===== config.mk =====
export PLATFORM = sky130hd
export DESIGN_NAME = tmp1075_ctrl_flat
export DESIGN_NICKNAME = d
export VERILOG_FILES = /design/src/rtl/tmp1075_ctrl_if.sv /design/src/rtl/tmp1075_ctrl.sv /design/src/flat_wrapper.sv
export SDC_FILE = /design/constraint.sdc
export NUM_CORES = 1
export LEC_CHECK = 0
export BUFFER_PORTS_ARGS = -buffer_cell sky130_fd_sc_hd__buf_2
export CORE_ASPECT_RATIO = 1.1
export CORE_MARGIN = 4
export CORE_UTILIZATION = 35
export DETAILED_ROUTE_END_ITERATION = 12
export GPL_TIMING_DRIVEN = 0
export HOLD_SLACK_MARGIN = 0.02
export PLACE_DENSITY = 0.53
export SKIP_CTS_REPAIR_TIMING = 1
export SLEW_MARGIN = 0
export SYNTH_ARGS = -nofsm -noshare
export SYNTH_HDL_FRONTEND = slang
export SYNTH_SLANG_ARGS = --single-unit

===== constraint.sdc =====
create_clock -name clk -period 2.8 [get_ports clk]
set_input_delay 0.42 -clock clk [delete_from_list [all_inputs] [get_ports clk]]
set_output_delay 0.42 -clock clk [all_outputs]
set_load 0.1 [all_outputs]

===== src/rtl/tmp1075_ctrl_if.sv =====
// Command/response bus between tmp1075_ctrl and the i2c_dri bit engine.
interface tmp1075_ctrl_if;
    logic        i2c_exec;
    logic        bit_ctrl;
    logic        i2c_rh_wl;
    logic [15:0] i2c_addr;
    logic [7:0]  i2c_data_w;
    logic [7:0]  i2c_data_r;
    logic        i2c_done;
    logic        i2c_ack;

    // Controller side: issues commands, receives completions.
    modport master (
        output i2c_exec, bit_ctrl, i2c_rh_wl, i2c_addr, i2c_data_w,
        input  i2c_data_r, i2c_done, i2c_ack
    );

    // i2c_dri side: accepts commands, returns completions.
    modport slave (
        input  i2c_exec, bit_ctrl, i2c_rh_wl, i2c_addr, i2c_data_w,
        output i2c_data_r, i2c_done, i2c_ack
    );
endinterface


===== src/rtl/tmp1075_ctrl.sv =====
// TMP1075 controller: writes the config register once, then polls the
// temperature register every POLL_CYCLES clocks while start is held.
// Optional feature macro: TMP1075_NACK_RETRY_EN (re-issue a NACKed
// transaction up to 3 times before flagging err).
module tmp1075_ctrl #(
    parameter logic [7:0]  CFG_HI      = 8'h61,
    parameter logic [7:0]  CFG_LO      = 8'hA0,
    parameter int unsigned POLL_CYCLES = 10_000
) (
    input  logic                  clk,
    input  logic                  rst_n,
    input  logic                  start,
    tmp1075_ctrl_if.master        bus,
    output logic [15:0]           temp_data,
    output logic                  temp_valid,
    output logic                  busy,
    output logic                  err
);

    localparam int unsigned CNT_W = (POLL_CYCLES > 1) ? $clog2(POLL_CYCLES) : 1;
    localparam int unsigned CMD_W = 25;

    typedef enum logic [2:0] {
        IDLE  = 3'd0,
        CFG_H = 3'd1,
        CFG_L = 3'd2,
        PTR   = 3'd3,
        RD_H  = 3'd4,
        RD_L  = 3'd5,
        WAIT  = 3'd6
    } state_t;

    state_t             state;
    logic [CNT_W-1:0]   cnt;
    logic [7:0]         shadow;
    logic               cfg_done;
    logic               exec_q;
    logic               bit_ctrl_q;
    logic [CMD_W-1:0]   cmd;
`ifdef TMP1075_NACK_RETRY_EN
    logic [1:0]         retry_cnt;
`endif

    // Command word {rh_wl, addr, data_w} issued on entry to each bus state.
    function automatic logic [CMD_W-1:0] cmd_of(input state_t s);
        case (s)
            CFG_H:      cmd_of = {1'b0, 16'h0001, CFG_HI};
            CFG_L:      cmd_of = {1'b0, 16'h0001, CFG_LO};
            PTR:        cmd_of = {1'b0, 16'h0000, 8'h00};
            RD_H, RD_L: cmd_of = {1'b1, 16'h0000, 8'h00};
            default:    cmd_of = '0;
        endcase
    endfunction

    assign bus.i2c_exec = exec_q;
    assign bus.bit_ctrl = bit_ctrl_q;
    assign {bus.i2c_rh_wl, bus.i2c_addr, bus.i2c_data_w} = cmd;

    // Sequencer: state, poll counter, command register and status outputs.
    always_ff @(posedge clk or negedge rst_n) begin
        if (!rst_n) begin
            state      <= IDLE;
            cnt        <= '0;
            shadow     <= 8'h00;
            cfg_done   <= 1'b0;
            exec_q     <= 1'b0;
            bit_ctrl_q <= 1'b0;
            cmd        <= '0;
            temp_data  <= 16'h0000;
            temp_valid <= 1'b0;
            busy       <= 1'b0;
            err        <= 1'b0;
`ifdef TMP1075_NACK_RETRY_EN
            retry_cnt  <= 2'd0;
`endif
        end else begin
            exec_q     <= 1'b0;
            bit_ctrl_q <= 1'b0;
            temp_valid <= 1'b0;
            case (state)
                IDLE: begin
                    if (start) begin
                        busy   <= 1'b1;
                        exec_q <= 1'b1;
                        if (cfg_done) begin
                            state <= PTR;
                            cmd   <= cmd_of(PTR);
                        end else begin
                            state <= CFG_H;
                            cmd   <= cmd_of(CFG_H);
                        end
                    end
                end
                WAIT: begin
                    if (!start) begin
                        state <= IDLE;
                        busy  <= 1'b0;
                        cnt   <= '0;
                    end else if (cnt == CNT_W'(POLL_CYCLES - 1)) begin
                        cnt    <= '0;
                        state  <= PTR;
                        cmd    <= cmd_of(PTR);
                        exec_q <= 1'b1;
                    end else begin
                        cnt <= cnt + CNT_W'(1);
                    end
                end
                default: begin
                    // Completion is only accepted once the issue cycle is over.
                    if (bus.i2c_done && !exec_q) begin
                        if (bus.i2c_ack) begin
`ifdef TMP1075_NACK_RETRY_EN
                            if (retry_cnt != 2'd3) begin
                                retry_cnt <= retry_cnt + 2'd1;
                                exec_q    <= 1'b1;
                            end else begin
                                retry_cnt <= 2'd0;
                                err       <= 1'b1;
                                state     <= IDLE;
                                busy      <= 1'b0;
                            end
`else
                            err   <= 1'b1;
                            state <= IDLE;
                            busy  <= 1'b0;
`endif
                        end else begin
`ifdef TMP1075_NACK_RETRY_EN
                            retry_cnt <= 2'd0;
`endif
                            case (state)
                                CFG_H: begin
                                    state  <= CFG_L;
                                    cmd    <= cmd_of(CFG_L);
                                    exec_q <= 1'b1;
                                end
                                CFG_L: begin
                                    cfg_done <= 1'b1;
                                    state    <= WAIT;
                                end
                                PTR: begin
                                    state  <= RD_H;
                                    cmd    <= cmd_of(RD_H);
                                    exec_q <= 1'b1;
                                end
                                RD_H: begin
                                    shadow <= bus.i2c_data_r;
                                    state  <= RD_L;
                                    cmd    <= cmd_of(RD_L);
                                    exec_q <= 1'b1;
                                end
                                RD_L: begin
                                    temp_data  <= {shadow, bus.i2c_data_r};
                                    temp_valid <= 1'b1;
                                    if (start) begin
                                        state <= WAIT;
                                    end else begin
                                        state <= IDLE;
                                        busy  <= 1'b0;
                                    end
                                end
                                default: begin
                                    state <= IDLE;
                                    busy  <= 1'b0;
                                end
                            endcase
                        end
                    end
                end
            endcase
        end
    end

endmodule


===== src/flat_wrapper.sv =====
// flat-port wrapper written by rule: the top's interface ports become plain ports
module tmp1075_ctrl_flat 
#(
    parameter logic [7:0]  CFG_HI      = 8'h61,
    parameter logic [7:0]  CFG_LO      = 8'hA0,
    parameter int unsigned POLL_CYCLES = 10_000
)
  (clk, rst_n, start, temp_data, temp_valid, busy, err, bus_i2c_exec, bus_bit_ctrl, bus_i2c_rh_wl, bus_i2c_addr, bus_i2c_data_w, bus_i2c_data_r, bus_i2c_done, bus_i2c_ack);
  tmp1075_ctrl_if bus_i ();
  input  logic clk;
  input  logic rst_n;
  input  logic start;
  output logic [15:0] temp_data;
  output logic temp_valid;
  output logic busy;
  output logic err;
  output wire logic [$bits(bus_i.i2c_exec)-1:0] bus_i2c_exec;
  output wire logic [$bits(bus_i.bit_ctrl)-1:0] bus_bit_ctrl;
  output wire logic [$bits(bus_i.i2c_rh_wl)-1:0] bus_i2c_rh_wl;
  output wire logic [$bits(bus_i.i2c_addr)-1:0] bus_i2c_addr;
  output wire logic [$bits(bus_i.i2c_data_w)-1:0] bus_i2c_data_w;
  input wire logic [$bits(bus_i.i2c_data_r)-1:0] bus_i2c_data_r;
  input wire logic [$bits(bus_i.i2c_done)-1:0] bus_i2c_done;
  input wire logic [$bits(bus_i.i2c_ack)-1:0] bus_i2c_ack;
  assign bus_i2c_exec = bus_i.i2c_exec;
  assign bus_bit_ctrl = bus_i.bit_ctrl;
  assign bus_i2c_rh_wl = bus_i.i2c_rh_wl;
  assign bus_i2c_addr = bus_i.i2c_addr;
  assign bus_i2c_data_w = bus_i.i2c_data_w;
  assign bus_i.i2c_data_r = bus_i2c_data_r;
  assign bus_i.i2c_done = bus_i2c_done;
  assign bus_i.i2c_ack = bus_i2c_ack;
  tmp1075_ctrl #(.CFG_HI(CFG_HI), .CFG_LO(CFG_LO), .POLL_CYCLES(POLL_CYCLES)) u_core (.clk(clk), .rst_n(rst_n), .start(start), .bus(bus_i), .temp_data(temp_data), .temp_valid(temp_valid), .busy(busy), .err(err));
endmodule

After elaboration in Yosys (flattened, before gate mapping)
Index checks and enable logic that the tools add are counted.
{"block": "totals", "reg_bits": 71, "input_bits": 13, "elab_cells": 78}
{"block": "classes", "n_addsub": 1, "n_eq_ne": 13, "mux": 36, "n_bitwise": 2, "n_reduce_logical": 16}
{"op": "25-bit two-way mux", "count": 5}
{"op": "25-bit case mux with 2 select lines", "count": 2}
{"op": "14-bit two-way mux", "count": 2}
{"op": "3-bit two-way mux", "count": 6}
{"op": "3-bit case mux with 5 select lines", "count": 1}
{"op": "14-bit by 1-bit adder with 14-bit output (second input constant)", "count": 1}
{"op": "14-bit equality test (second input constant)", "count": 1}
{"op": "1-bit two-way mux", "count": 14}
{"op": "4-bit AND reduction", "count": 3}
{"op": "3-bit equality test (second input constant)", "count": 3}
{"op": "9-bit two-way mux", "count": 1}
{"op": "3-bit AND reduction", "count": 3}
{"op": "3-bit by 2-bit equality test with 1-bit output (second input constant)", "count": 2}
{"op": "1-bit case mux with 2 select lines", "count": 3}
{"op": "3-bit case mux with 2 select lines", "count": 1}
{"op": "6-bit AND reduction", "count": 1}
{"op": "2-bit != test (second input constant)", "count": 2}
{"op": "4-bit by 1-bit != test with 1-bit output (second input constant)", "count": 1}
{"op": "4-bit nonzero test", "count": 1}
{"op": "2-bit OR reduction", "count": 2}
{"op": "4-bit OR reduction", "count": 1}
{"op": "3-bit by 1-bit equality test with 1-bit output (second input constant)", "count": 1}
{"op": "3-bit logical NOT", "count": 1}
{"op": "3-bit by 1-bit != test with 1-bit output (second input constant)", "count": 1}
{"op": "other kinds (8)", "count": 9}

Logic depth before layout (Yosys ltp)
Gate-level depths: netlist of run 1.
{"block": "depth", "word_depth": 6, "mapped_depth": 8, "depth_no_buf": 6}

Worst setup path before layout of run 1
No wires, ideal clock.
{"block": "synth_timing", "path_kind": "reg-to-reg", "start": "register u_core.exec_q, in the netlist u_core.bus.i2c_exec", "end": "register u_core.cmd[24]", "setup_ps": 128, "arrival_ps": 2132, "required_ps": 2672, "path_slack_ps": 540, "stages_incl_launch_ff": 6, "path_buffers": 0, "cell_sequence": "dfrtp_1 -> nor3b_1 -> mux2i_1 -> nor3_1 -> nor3_1 -> mux2_1"}
{"block": "synth_between", "elab_chain_len": 4}
{"item": "start: declaration", "line_no": "tmp1075_ctrl.sv:37", "rtl": "logic exec_q;"}
{"item": "start signal: assignment", "line_no": "tmp1075_ctrl.sv:66", "rtl": "exec_q <= 1'b0;"}
{"item": "start signal: assignment", "line_no": "tmp1075_ctrl.sv:77", "rtl": "exec_q <= 1'b0;"}
{"item": "start signal: assignment", "line_no": "tmp1075_ctrl.sv:84", "rtl": "exec_q <= 1'b1;"}
{"item": "1-bit logical NOT", "line_no": "tmp1075_ctrl.sv:110", "rtl": "if (bus.i2c_done && !exec_q) begin"}
{"item": "1-bit logical AND", "line_no": "tmp1075_ctrl.sv:110"}
{"item": "3-bit nonzero test (no source line)"}
{"item": "6-bit AND reduction (no source line)"}
{"item": "end signal: assignment", "line_no": "tmp1075_ctrl.sv:102", "rtl": "cmd <= cmd_of(PTR);"}
{"item": "end signal: assignment", "line_no": "tmp1075_ctrl.sv:134", "rtl": "cmd <= cmd_of(CFG_L);"}
{"item": "end signal: assignment", "line_no": "tmp1075_ctrl.sv:143", "rtl": "cmd <= cmd_of(RD_H);"}
{"item": "end: declaration", "line_no": "tmp1075_ctrl.sv:39", "rtl": "logic [CMD_W-1:0] cmd;"}
Every way passes these cells.
A chain may end at the register's enable or synchronous reset.

Worst setup path after layout of run 1
{"block": "layout_timing", "start": "register u_core.exec_q, in the netlist u_core.bus.i2c_exec", "end": "register u_core.temp_data[6]"}
{"block": "layout_between", "elab_chain_len": 3}
{"item": "1-bit logical NOT", "line_no": "tmp1075_ctrl.sv:110"}
{"item": "1-bit logical AND", "line_no": "tmp1075_ctrl.sv:110"}
{"item": "4-bit AND reduction (no source line)"}
{"item": "end signal: assignment", "line_no": "tmp1075_ctrl.sv:153", "rtl": "temp_data <= {shadow, bus.i2c_data_r};"}
{"item": "end: declaration", "line_no": "tmp1075_ctrl.sv:14", "rtl": "output logic [15:0] temp_data,"}
Every way passes these cells.

==> results.sh, run 1 <==
export IMPL_ant_nets=0
export IMPL_cp_arrival_ns=2.58
export IMPL_cts_buffer_depth=2
export IMPL_cts_buffers=5
export IMPL_dr_pass1_iters=4
export IMPL_vias=2003
export IMPL_synth_top_family_by_area="simple AND/OR/NAND/NOR gates"
export IMPL_port_buffers=37
export IMPL_hp_start="bus_i2c_data_r[2]"
export IMPL_setup_worst_path_end_class="flip-flop"
export IMPL_power_density_mw_per_mm2=1150
export IMPL_relSlewSlack_pct=24.7
export IMPL_p_leak_nw=1.51
export IMPL_grt_max_degree=51
export IMPL_grt_overflow_total=0
export IMPL_h_tree_depth=2
export IMPL_clkSlewWorstSetupHoldPaths_ns=0.10
export IMPL_synth_xor_area_share_pct=0.352
export IMPL_period_needed_ns=2.33
export IMPL_cp_slowest_cell="nor3b_1"
export IMPL_startpoint_type="flip-flop"
export IMPL_syn_area_sq_mm=0.00249
export IMPL_die_h_microns=96.4
export IMPL_rows=31
export IMPL_cpPeakStageDelay_ns=0.65
export IMPL_max_freq_mhz=430
export IMPL_syn_avg_cell_area_sq_um=9.36
export IMPL_synth_compound_area_share_pct=14.3
export IMPL_die_w_microns=88.4
export IMPL_initial_core_util_pct=36.9
export IMPL_drc=0
export IMPL_worstHoldPathType="input port to flip-flop"
export IMPL_area_delta_synth_final_pct=18.5
export IMPL_synth_fa_ha_area_share_pct=0.503
export IMPL_antenna_cells=0
export IMPL_crit_required_ns=3.05
export IMPL_cp_common_cell="nand2_1"
export IMPL_cap_violations=0
export IMPL_final_net_count=343
export IMPL_syn_inst=266
export IMPL_fp_coreArea_sq_mm=0.00675
export IMPL_peakVddDrop_v=0.000569
export IMPL_cp_cell_sequence="nor3b_1 > nand3_1 > clkinv_1 > buf_2 > nand2_1 > nand2_1"
export IMPL_setup_viol=0
export IMPL_crit_path_max_fanout=10
export IMPL_worstHoldEndpoint="u_core.temp_data[2]"
export IMPL_synth_area_top_cells="dfrtp_1, nand2_1, buf_4"
export IMPL_gp_congestion=0.787
export IMPL_status="finished, final reports clean"
export IMPL_yosys_area_share_simple_pct=20.3
export IMPL_drive_above_1_share_pct=25.5
export IMPL_setup_tns_ns=0
export IMPL_r2r_slack_ns=0.47
export IMPL_fin_crit_sh_pct=83.1
export IMPL_antenna_found_initial=0
export IMPL_vias_per_cell=4.86
export IMPL_grt_use_total_pct=13.8
export IMPL_clock_latency_ns=0.31
export IMPL_die_area_sq_mm=0.00853
export IMPL_worst_setup_path_type="flip-flop to flip-flop"
export IMPL_netlist_area_leader_share_pct=50.3
export IMPL_hold_violations=0
export IMPL_cts_tree="built"
export IMPL_drt_iter0_drc=106
export IMPL_netlist_cell_type_count=44
export IMPL_io_pins=59
export IMPL_tightest_slew_ns=1.13
export IMPL_ys_seq_area_share_pct=50.3
export IMPL_synth_edf_count=0
export IMPL_synth_top_cell_by_area="dfrtp_1"
export IMPL_cts_sinks=50
export IMPL_post_drt_wl_per_cell_microns=13.5
export IMPL_synth_mux_area_share_pct=4.47
export IMPL_dp_hpwl_microns=3910
export IMPL_rsz0062_at_grt="false"
export IMPL_min_path_cells=3
export IMPL_wl_microns=5560
export IMPL_reg2reg_to="u_core.temp_data[6]"
export IMPL_finish_utilization_pct=43.7
export IMPL_yosys_warnings=0
export IMPL_slew_viol_final=0
export IMPL_skew_ns=0.00851
export IMPL_grt_pass1_vias=1912
export IMPL_reg2reg_from="u_core.bus.i2c_exec"
export IMPL_grt_pass1_wl_microns=9200
export IMPL_clock_root_buffer="clkbuf_8"
export IMPL_synth_ff_type="dfrtp_1"
export IMPL_rr_worst_depth=6
export IMPL_ys_ff_latch=50
export IMPL_async_reset_ff_share_pct=100
cell type report:
cell class                      instances  area (sq um)
Clock buffer                            6          82.6
Buffer                                 33           210
Inverter                                8          30.0
Sequential cell                        50          1250
Multi-Input combinational cell        194          1070
Fill cell                             699          3800
Tap cell                               82           103
Clock inverter                          2          17.5
Timing Repair Buffer                   37           185
registers in the layout (all words and copies together) (netlist names):
name	cells
u_core.temp_data	16
u_core.cnt	14
u_core.busy	1
u_core.shadow	8
u_core.err	1
u_core.cmd	4
u_core.state	3
u_core.cfg_done	1
u_core.temp_valid	1
u_core.bus.i2c_exec	1
where the power goes:
part	total (mW)	internal (mW)	switching (mW)	leakage (nW)
sequential	1.06	0.931	0.133	0.662
clock	0.459	0.204	0.255	0.0514
combinational	1.86	0.381	1.47	0.798
total	3.38	1.52	1.86	1.51
how the worst max path moves through the flow:
stage,from,to,cells past startpoint
2_1_floorplan,u_core.bus.i2c_exec,u_core.cmd[24],5
6_report,u_core.bus.i2c_exec,u_core.temp_data[6],6
3_3_place_gp,bus_i2c_ack,u_core.temp_data[11],7
3_5_place_dp,bus_i2c_ack,u_core.temp_data[6],7
4_1_cts,u_core.bus.i2c_exec,u_core.temp_data[6],6
5_1_grt,u_core.bus.i2c_exec,u_core.temp_data[10],6
synthesized netlist by cell type, drive strengths merged, types with 2 or more instances:
cell,instances
a21oi,12
a22o,4
a22oi,2
a31oi,7
a32o,2
a41o,2
buf,25
clkbuf,8
dfrtp,50
inv,7
mux2,9
nand2,60
nand2b,2
nand3,10
nand3b,3
nand4,2
nor2,14
nor2b,4
nor3,5
o21ai,15
or3,3
layer usage:
metal | GRT usage, % | part of all wire [%] | vias to the layer above
li1 | - | - | 1004
met1 | 17.7 | 45 | 949
met2 | 23.1 | 50 | 46
met3 | 2.63 | 4.1 | 4
met4 | 5.16 | 0.83 | 0
met5 | 0 | 0 | -
worst max-delay path, delay by kind of cell (launching register included):
kind                   cells  cell delay (ns)
AND/OR/NAND/NOR            4             1.28
buffers and inverters      2             0.59
flip-flops                 1             0.41
cells by family after synthesis:
group	count (synthesis)
other cells	1
buf+inv	41
compound gates	54
fa+ha+maj	1
xor+xnor	1
flops	50
mux	10
simple gates	108
placed cells by master, fill, tap and decap left out, types with 2 or more instances in the layout:
master    synthesis  routed
a21oi_1          12      12
a22o_1            4       4
a22oi_1           2       2
a31oi_1           7       7
a32o_1            2       2
a41o_1            2       2
buf_2             3      40
buf_4            22      22
clkbuf_1          8       8
clkbuf_8          0       6
clkinv_4          0       2
conb_1            1      20
dfrtp_1          50      50
inv_1             7       7
mux2_2            8       8
nand2_1          60      60
nand2b_1          2       2
nand3_1          10      10
nand3b_1          3       3
nand4_1           2       2
nor2_1           13      13
nor2b_1           4       4
nor3_1            5       5
o21ai_0          15      15
or3_1             3       3
stage by stage:
stage | std cells | power [mW] | setup WS [ns] | hold slack [ns] | cell area [sq um]
after floorplan | 285 | 2.63 | 0.540 | 0.124 | 2560
after global placement | 404 | 2.93 | 0.273 | 0.444 | 2850
after detailed placement | 404 | 2.94 | 0.348 | 0.446 | 2850
after CTS | 412 | 3.41 | 0.484 | 0.303 | 2950
after global routing | 412 | 3.57 | 0.259 | 0.314 | 2950
final | 412 | 3.38 | 0.472 | 0.310 | 2950
Note: power is estimated with default switching activity, not from simulation.
==> inputs of run 2 (changes only) <==
--- a/config.mk
+++ b/config.mk
@@ -5,6 +5,7 @@
 export SDC_FILE = /design/constraint.sdc
 export NUM_CORES = 1
 export LEC_CHECK = 0
+export ABC_AREA = 1
 export BUFFER_PORTS_ARGS = -buffer_cell sky130_fd_sc_hd__buf_2
 export CORE_ASPECT_RATIO = 1.1
 export CORE_MARGIN = 4
@@ -12,7 +13,7 @@
 export DETAILED_ROUTE_END_ITERATION = 12
 export GPL_TIMING_DRIVEN = 0
 export HOLD_SLACK_MARGIN = 0.02
-export PLACE_DENSITY = 0.53
+export PLACE_DENSITY = 0.52
 export SKIP_CTS_REPAIR_TIMING = 1
 export SLEW_MARGIN = 0
 export SYNTH_ARGS = -nofsm -noshare
==> constraint.sdc (replaced) <==
create_clock -name clk -period 2.2 [get_ports clk]
set_input_delay 0.33 -clock clk [delete_from_list [all_inputs] [get_ports clk]]
set_output_delay 0.33 -clock clk [all_outputs]
set_load 0.1 [all_outputs]
==> results.sh, run 2 <==
export IMPL_status="finished, final reports clean"
export IMPL_setup_tns_ns=0
export IMPL_dr_pass1_iters=4
export IMPL_clock_latency_ns=0.31
export IMPL_syn_avg_cell_area_sq_um=8.12
export IMPL_async_reset_ff_share_pct=100
export IMPL_synth_top_cell_by_area="dfrtp_1"
export IMPL_die_h_microns=101
export IMPL_cts_buffer_depth=2
export IMPL_cap_violations=0
export IMPL_wl_microns=5880
export IMPL_ys_top_cells_by_count="nand2_1, dfrtp_1, inv_1, nor2_1, nand3_1"
export IMPL_cts_buffers=5
export IMPL_max_freq_mhz=610
export IMPL_synth_most_common_cell="nand2_1"
export IMPL_h_tree_depth=2
export IMPL_netlist_area_leader_share_pct=45.6
export IMPL_pre_cts_slack_ns=0.558
export IMPL_final_net_count=416
export IMPL_vias=2205
export IMPL_cpPeakStageDelay_ns=0.43
export IMPL_die_area_sq_mm=0.00933
export IMPL_cp_slowest_cell="dfrtp_1"
export IMPL_power_density_mw_per_mm2=1470
export IMPL_tightest_slew_ns=1.14
export IMPL_worstHoldPathType="input port to asynchronous set/reset pin"
export IMPL_drive_above_1_share_pct=26.1
export IMPL_clock_root_buffer="clkbuf_8"
export IMPL_ys_seq_area_share_pct=45.6
export IMPL_syn_area_sq_mm=0.00275
export IMPL_grt_use_total_pct=13.5
export IMPL_cp_arrival_ns=1.89
export IMPL_initial_core_util_pct=36.3
export IMPL_grt_max_degree=51
export IMPL_final_cell_mix="nand2_1, dfrtp_1, buf_2"
export IMPL_setup_viol=0
export IMPL_fin_crit_sh_pct=74.5
export IMPL_hold_violations=0
export IMPL_ant_nets=0
export IMPL_synth_ff_type="dfrtp_1"
export IMPL_synth_edf_count=0
export IMPL_relSlewSlack_pct=24.1
export IMPL_slew_viol_final=0
export IMPL_grt_pass1_vias=2203
export IMPL_post_drt_wl_per_cell_microns=11.6
export IMPL_antenna_cells=0
export IMPL_yosys_warnings=0
export IMPL_nFillCells=779
export IMPL_use_met1_pct=17.8
export IMPL_use_met2_pct=22.4
export IMPL_grt_pass1_wl_microns=10200
export IMPL_drt_iter0_drc=114
export IMPL_port_buffers=38
export IMPL_synth_area_top_cells="dfrtp_1, nand2_1, buf_4"
export IMPL_netlist_cell_type_count=30
export IMPL_rows=33
export IMPL_antenna_found_initial=0
export IMPL_vias_per_cell=4.34
export IMPL_io_pins=59
export IMPL_clkSlewWorstSetupHoldPaths_ns=0.10
export IMPL_gr_usage_met3_pct=2.61
export IMPL_cp_cell_sequence="ha_1 > nand3_1 > nor2_1 > nand2_1 > nand2_4 > buf_6 > nand3_1 > nand2_1"
export IMPL_worst_setup_path_type="flip-flop to flip-flop"
export IMPL_largestRegisters="u_core.temp_data x16, u_core.cnt x14, u_core.shadow x8"
export IMPL_gp_congestion=0.835
export IMPL_worst_slack_ns=0.562
export IMPL_area_delta_synth_final_pct=19.3
export IMPL_drc=0
export IMPL_rsz0062_at_grt="false"
export IMPL_cts_tree="built"
export IMPL_fp_coreArea_sq_mm=0.00756
export IMPL_crit_path_max_fanout=10
export IMPL_largest_register_ffs=16
export IMPL_syn_inst=338
export IMPL_grt_overflow_total=0
export IMPL_crit_required_ns=2.46
export IMPL_regMostFlops="u_core.temp_data"
export IMPL_skew_ns=0.00578
export IMPL_dp_hpwl_microns=4270
export IMPL_period_needed_ns=1.64
export IMPL_busiest_layer="met2"
export IMPL_die_w_microns=92.4
export IMPL_setup_worst_path_end_class="flip-flop"
export IMPL_peakVddDrop_v=0.000687
export IMPL_startpoint_type="flip-flop"
export IMPL_layout_commonest_cell="nand2_1"
export IMPL_ys_ff_latch=50
export IMPL_p_leak_nw=1.80
export IMPL_cts_sinks=50
[run 2: changes by cell type after synthesis, sizes merged, moves of 6 or more]
cell,before,now
o21ai,15,26
nor2,14,28
inv,7,36
o22ai,0,6
a21oi,12,0
a31oi,7,0
clkbuf,8,0
mux2,9,0
nand2,60,120
nand3,10,26
[run 2: report_power, final]
part	switching (mW)	internal, mW
Clock	0.336	0.456
Sequential	0.262	1.22
Combinational	1.98	0.543
Total	2.58	2.22
[run 2: critical path, delay by kind of cell (launching register included)]
family | cells | cell delay (ns)
and+or+nand+nor | 6 | 0.69
DFF | 1 | 0.43
adders and majority gates | 1 | 0.29
buffers and inverters | 1 | 0.17
[run 2: final cells by class]
class	count	area [sq um]	share of cell area (%)
multi-input combinational	242	1210	36.9
sequential	50	1250	38.2
tap	105	131	4.01
buffer	27	203	6.19
clock inverter	3	68.8	2.10
clock buffer	5	68.8	2.10
inverter	38	153	4.66
timing repair buffer	38	190	5.81
[run 2: cells by family after synthesis]
group | after synthesis | synth area share, %
AOI/OAI and AO/OA | 34 | 9.30
xor gates and xnor gates | 5 | 1.60
adders and majority gates | 1 | 0.456
buffers and inverters | 65 | 12.9
DFF | 50 | 45.6
other | 1 | 0.137
and+or+nand+nor | 182 | 30.0
[run 2: path summary, 6_finish.rpt]
path / startpoint / endpoint / slack (ns) / cells after the start
worst min-delay path: rst_n / u_core.cnt[10] / 0.23 / 1
min in group clk: bus_i2c_data_r[0] / u_core.shadow[0] / 0.27 / 3
max in group asynchronous: rst_n / u_core.shadow[4] / 1.26 / 1
worst max-delay path: u_core.cnt[0] / u_core.state[1] / 0.56 / 8
worst max register to register: u_core.cnt[0] / u_core.state[1] / 0.56 / 8
worst min register to register: u_core.err / u_core.err / 0.47 / 2
[run 2: stage by stage]
stage | hold slack (ns) | util (%) | area, sq um | std cells | power [mW]
2_1_floorplan | 0.0344 | - | 2820 | 357 | 3.62
3_3_place_gp | 0.451 | 41.5 | 3140 | 500 | 4.02
3_5_place_dp | 0.453 | 41.5 | 3140 | 500 | 4.04
4_1_cts | 0.261 | 43.4 | 3280 | 508 | 4.85
5_1_grt | 0.273 | 43.4 | 3280 | 508 | 5.10
6_report | 0.231 | 43.4 | 3280 | 508 | 4.80
[run 2: routing by layer]
metal  share of wire, %  vias up  wire (microns)
li1                   -     1150               -
met1                 47      995            2760
met2                 47       52            2770
met3                4.7        8             278
met4                1.1        0              65
met5                  0        -               0
==> inputs of run 3 (changes only) <==
--- a/config.mk
+++ b/config.mk
@@ -13,7 +13,7 @@
 export DETAILED_ROUTE_END_ITERATION = 12
 export GPL_TIMING_DRIVEN = 0
 export HOLD_SLACK_MARGIN = 0.02
-export PLACE_DENSITY = 0.52
+export PLACE_DENSITY = 0.54
 export SKIP_CTS_REPAIR_TIMING = 1
 export SLEW_MARGIN = 0
 export SYNTH_ARGS = -nofsm -noshare
==> constraint.sdc (replaced) <==
create_clock -name clk -period 1.5 [get_ports clk]
set_input_delay 0.225 -clock clk [delete_from_list [all_inputs] [get_ports clk]]
set_output_delay 0.225 -clock clk [all_outputs]
set_load 0.1 [all_outputs]
==> results.sh, run 3 (synthesis results as in run 2) <==
export IMPL_slew_viol_final=0
export IMPL_h_tree_depth=2
export IMPL_grt_max_degree=51
export IMPL_drive_above_1_share_pct=33.2
export IMPL_antenna_cells=0
export IMPL_largestRegisters="u_core.temp_data x16, u_core.cnt x14, u_core.shadow x8"
export IMPL_fin_crit_sh_pct=95.1
export IMPL_regMostFlops="u_core.temp_data"
export IMPL_p_total_mw=7.05
export IMPL_antenna_found_initial=0
export IMPL_cts_sinks=50
export IMPL_multi_input_area_sq_mm=0.00127
export IMPL_post_drt_wl_per_cell_microns=11.3
export IMPL_max_freq_mhz=701
export IMPL_gp_congestion=0.883
export IMPL_vias=2246
export IMPL_relSlewSlack_pct=24.2
export IMPL_cap_violations=0
export IMPL_grt_overflow_total=0
export IMPL_crit_path_max_fanout=10
export IMPL_cts_buffer_depth=2
export IMPL_setup_viol=0
export IMPL_die_area_sq_mm=0.00933
export IMPL_reg2reg_from="u_core.state[0]"
export IMPL_p_leak_nw=1.85
export IMPL_final_area_sq_mm=0.00343
export IMPL_largest_register_ffs=16
export IMPL_rows=33
export IMPL_wl_microns=5880
export IMPL_startpoint_type="flip-flop"
export IMPL_clock_root_buffer="clkbuf_8"
export IMPL_fp_coreArea_sq_mm=0.00756
export IMPL_setup_tns_ns=0
export IMPL_die_w_microns=92.4
export IMPL_final_net_count=429
export IMPL_clock_latency_ns=0.30
export IMPL_r2r_slack_ns=0.07
export IMPL_skew_ns=0.00471
export IMPL_dp_hpwl_microns=4170
export IMPL_placedInstanceArea_sq_mm=0.00315
export IMPL_worstHoldPathType="input port to asynchronous set/reset pin"
export IMPL_seq_area_sq_mm=0.00126
export IMPL_final_cell_mix="nand2_1, dfrtp_1, buf_2"
export IMPL_grt_pass1_wl_microns=9770
export IMPL_reg2reg_to="u_core.state[2]"
export IMPL_rr_worst_depth=9
export IMPL_drc=0
export IMPL_cp_arrival_ns=1.62
export IMPL_area_delta_synth_final_pct=25.0
export IMPL_crit_required_ns=1.69
export IMPL_worst_setup_path_type="flip-flop to flip-flop"
export IMPL_io_pins=59
export IMPL_cts_buffers=5
export IMPL_port_buffers=38
export IMPL_period_needed_ns=1.43
export IMPL_vias_per_cell=4.31
export IMPL_nFillCells=772
export IMPL_setup_worst_path_end_class="flip-flop"
export IMPL_die_h_microns=101
export IMPL_layout_commonest_cell="nand2_1"
export IMPL_hold_violations=0
export IMPL_rsz0062_at_grt="true"
export IMPL_tightest_slew_ns=1.14
export IMPL_grt_use_total_pct=12.8
export IMPL_power_density_mw_per_mm2=2060
export IMPL_dr_pass1_iters=4
export IMPL_drt_iter0_drc=107
export IMPL_grt_pass1_vias=2097
export IMPL_cts_tree="built"
export IMPL_status="finished, final reports clean"
export IMPL_clkSlewWorstSetupHoldPaths_ns=0.10
export IMPL_peakVddDrop_v=0.00111
export IMPL_initial_core_util_pct=36.3
export IMPL_ant_nets=0
[run 3: changes by cell type in the layout (fill, tap and decap cells not counted), moves of 2 or more]
cell	change
buf_4	+14
dfrtp_1	-7
dfrtp_2	+6
nor2_1	-6
nor2_2	+3
nor2_4	+3
buf_2	-2
bufinv_16	-2
nand2_1	-2
o21ai_0	-2
o21ai_1	+2
[run 3: where the power goes]
part | switching (mW) | internal [mW] | total (mW)
combinational | 3.00 | 0.984 | 3.99
clock | 0.473 | 0.381 | 0.854
sequential | 0.400 | 1.81 | 2.21
total | 3.87 | 3.18 | 7.05
[run 3: worst max-delay path, stage by stage (launching register included)]
cell	delay, ns
dfrtp_2	0.46
inv_2	0.09
nand3_4	0.14
clkinv_8	0.12
nand2_4	0.06
clkinv_4	0.07
nand2_4	0.09
buf_12	0.16
nand3_1	0.08
nand2_1	0.05
[run 3: per-layer routing]
layer | GRT usage [%] | share of wire, % | wire (microns) | vias to the layer above
met5 | 0 | 0 | 0 | -
li1 | - | - | - | 1180
met4 | 2.40 | 0.32 | 19 | 0
met1 | 16.8 | 46 | 2690 | 1016
met2 | 21.5 | 49 | 2860 | 48
met3 | 3.14 | 5.1 | 298 | 2
[run 3: worst max-delay path by stage]
stage	start	to	slack, ns	cells after the start
final	u_core.state[0]	u_core.state[2]	0.07	9
after global placement	u_core.cnt[0]	u_core.state[1]	-0.13	8
after global routing	u_core.cnt[0]	u_core.state[1]	-0.04	8
after detailed placement	u_core.cnt[0]	u_core.state[2]	-0.16	8
after floorplan	u_core.bus.i2c_exec	u_core.shadow[3]	0.0003	7
after CTS	u_core.cnt[0]	u_core.state[2]	-0.18	8
[run 3: area by class of cell]
class	count	area share [%]
repair inverters	1	0.146
multi-input cells	242	37.1
inverters	38	4.78
clock inverters	2	0.510
clock buffers	6	2.41
well taps	105	3.83
plain buffers	27	6.31
flip-flops and latches	50	36.8
repair buffers	50	8.17
[run 3: per-stage QoR]
stage               util (%)  worst slack (ns)  hold WS, ns  std cells
finish                  45.4            0.0739        0.142        521
global route            45.4           -0.0410        0.162        521
CTS                     43.0            -0.183        0.164        508
detailed placement      41.7            -0.161        0.453        500
global placement        41.7            -0.133        0.448        500
floorplan                  -          0.000262      -0.0706        357
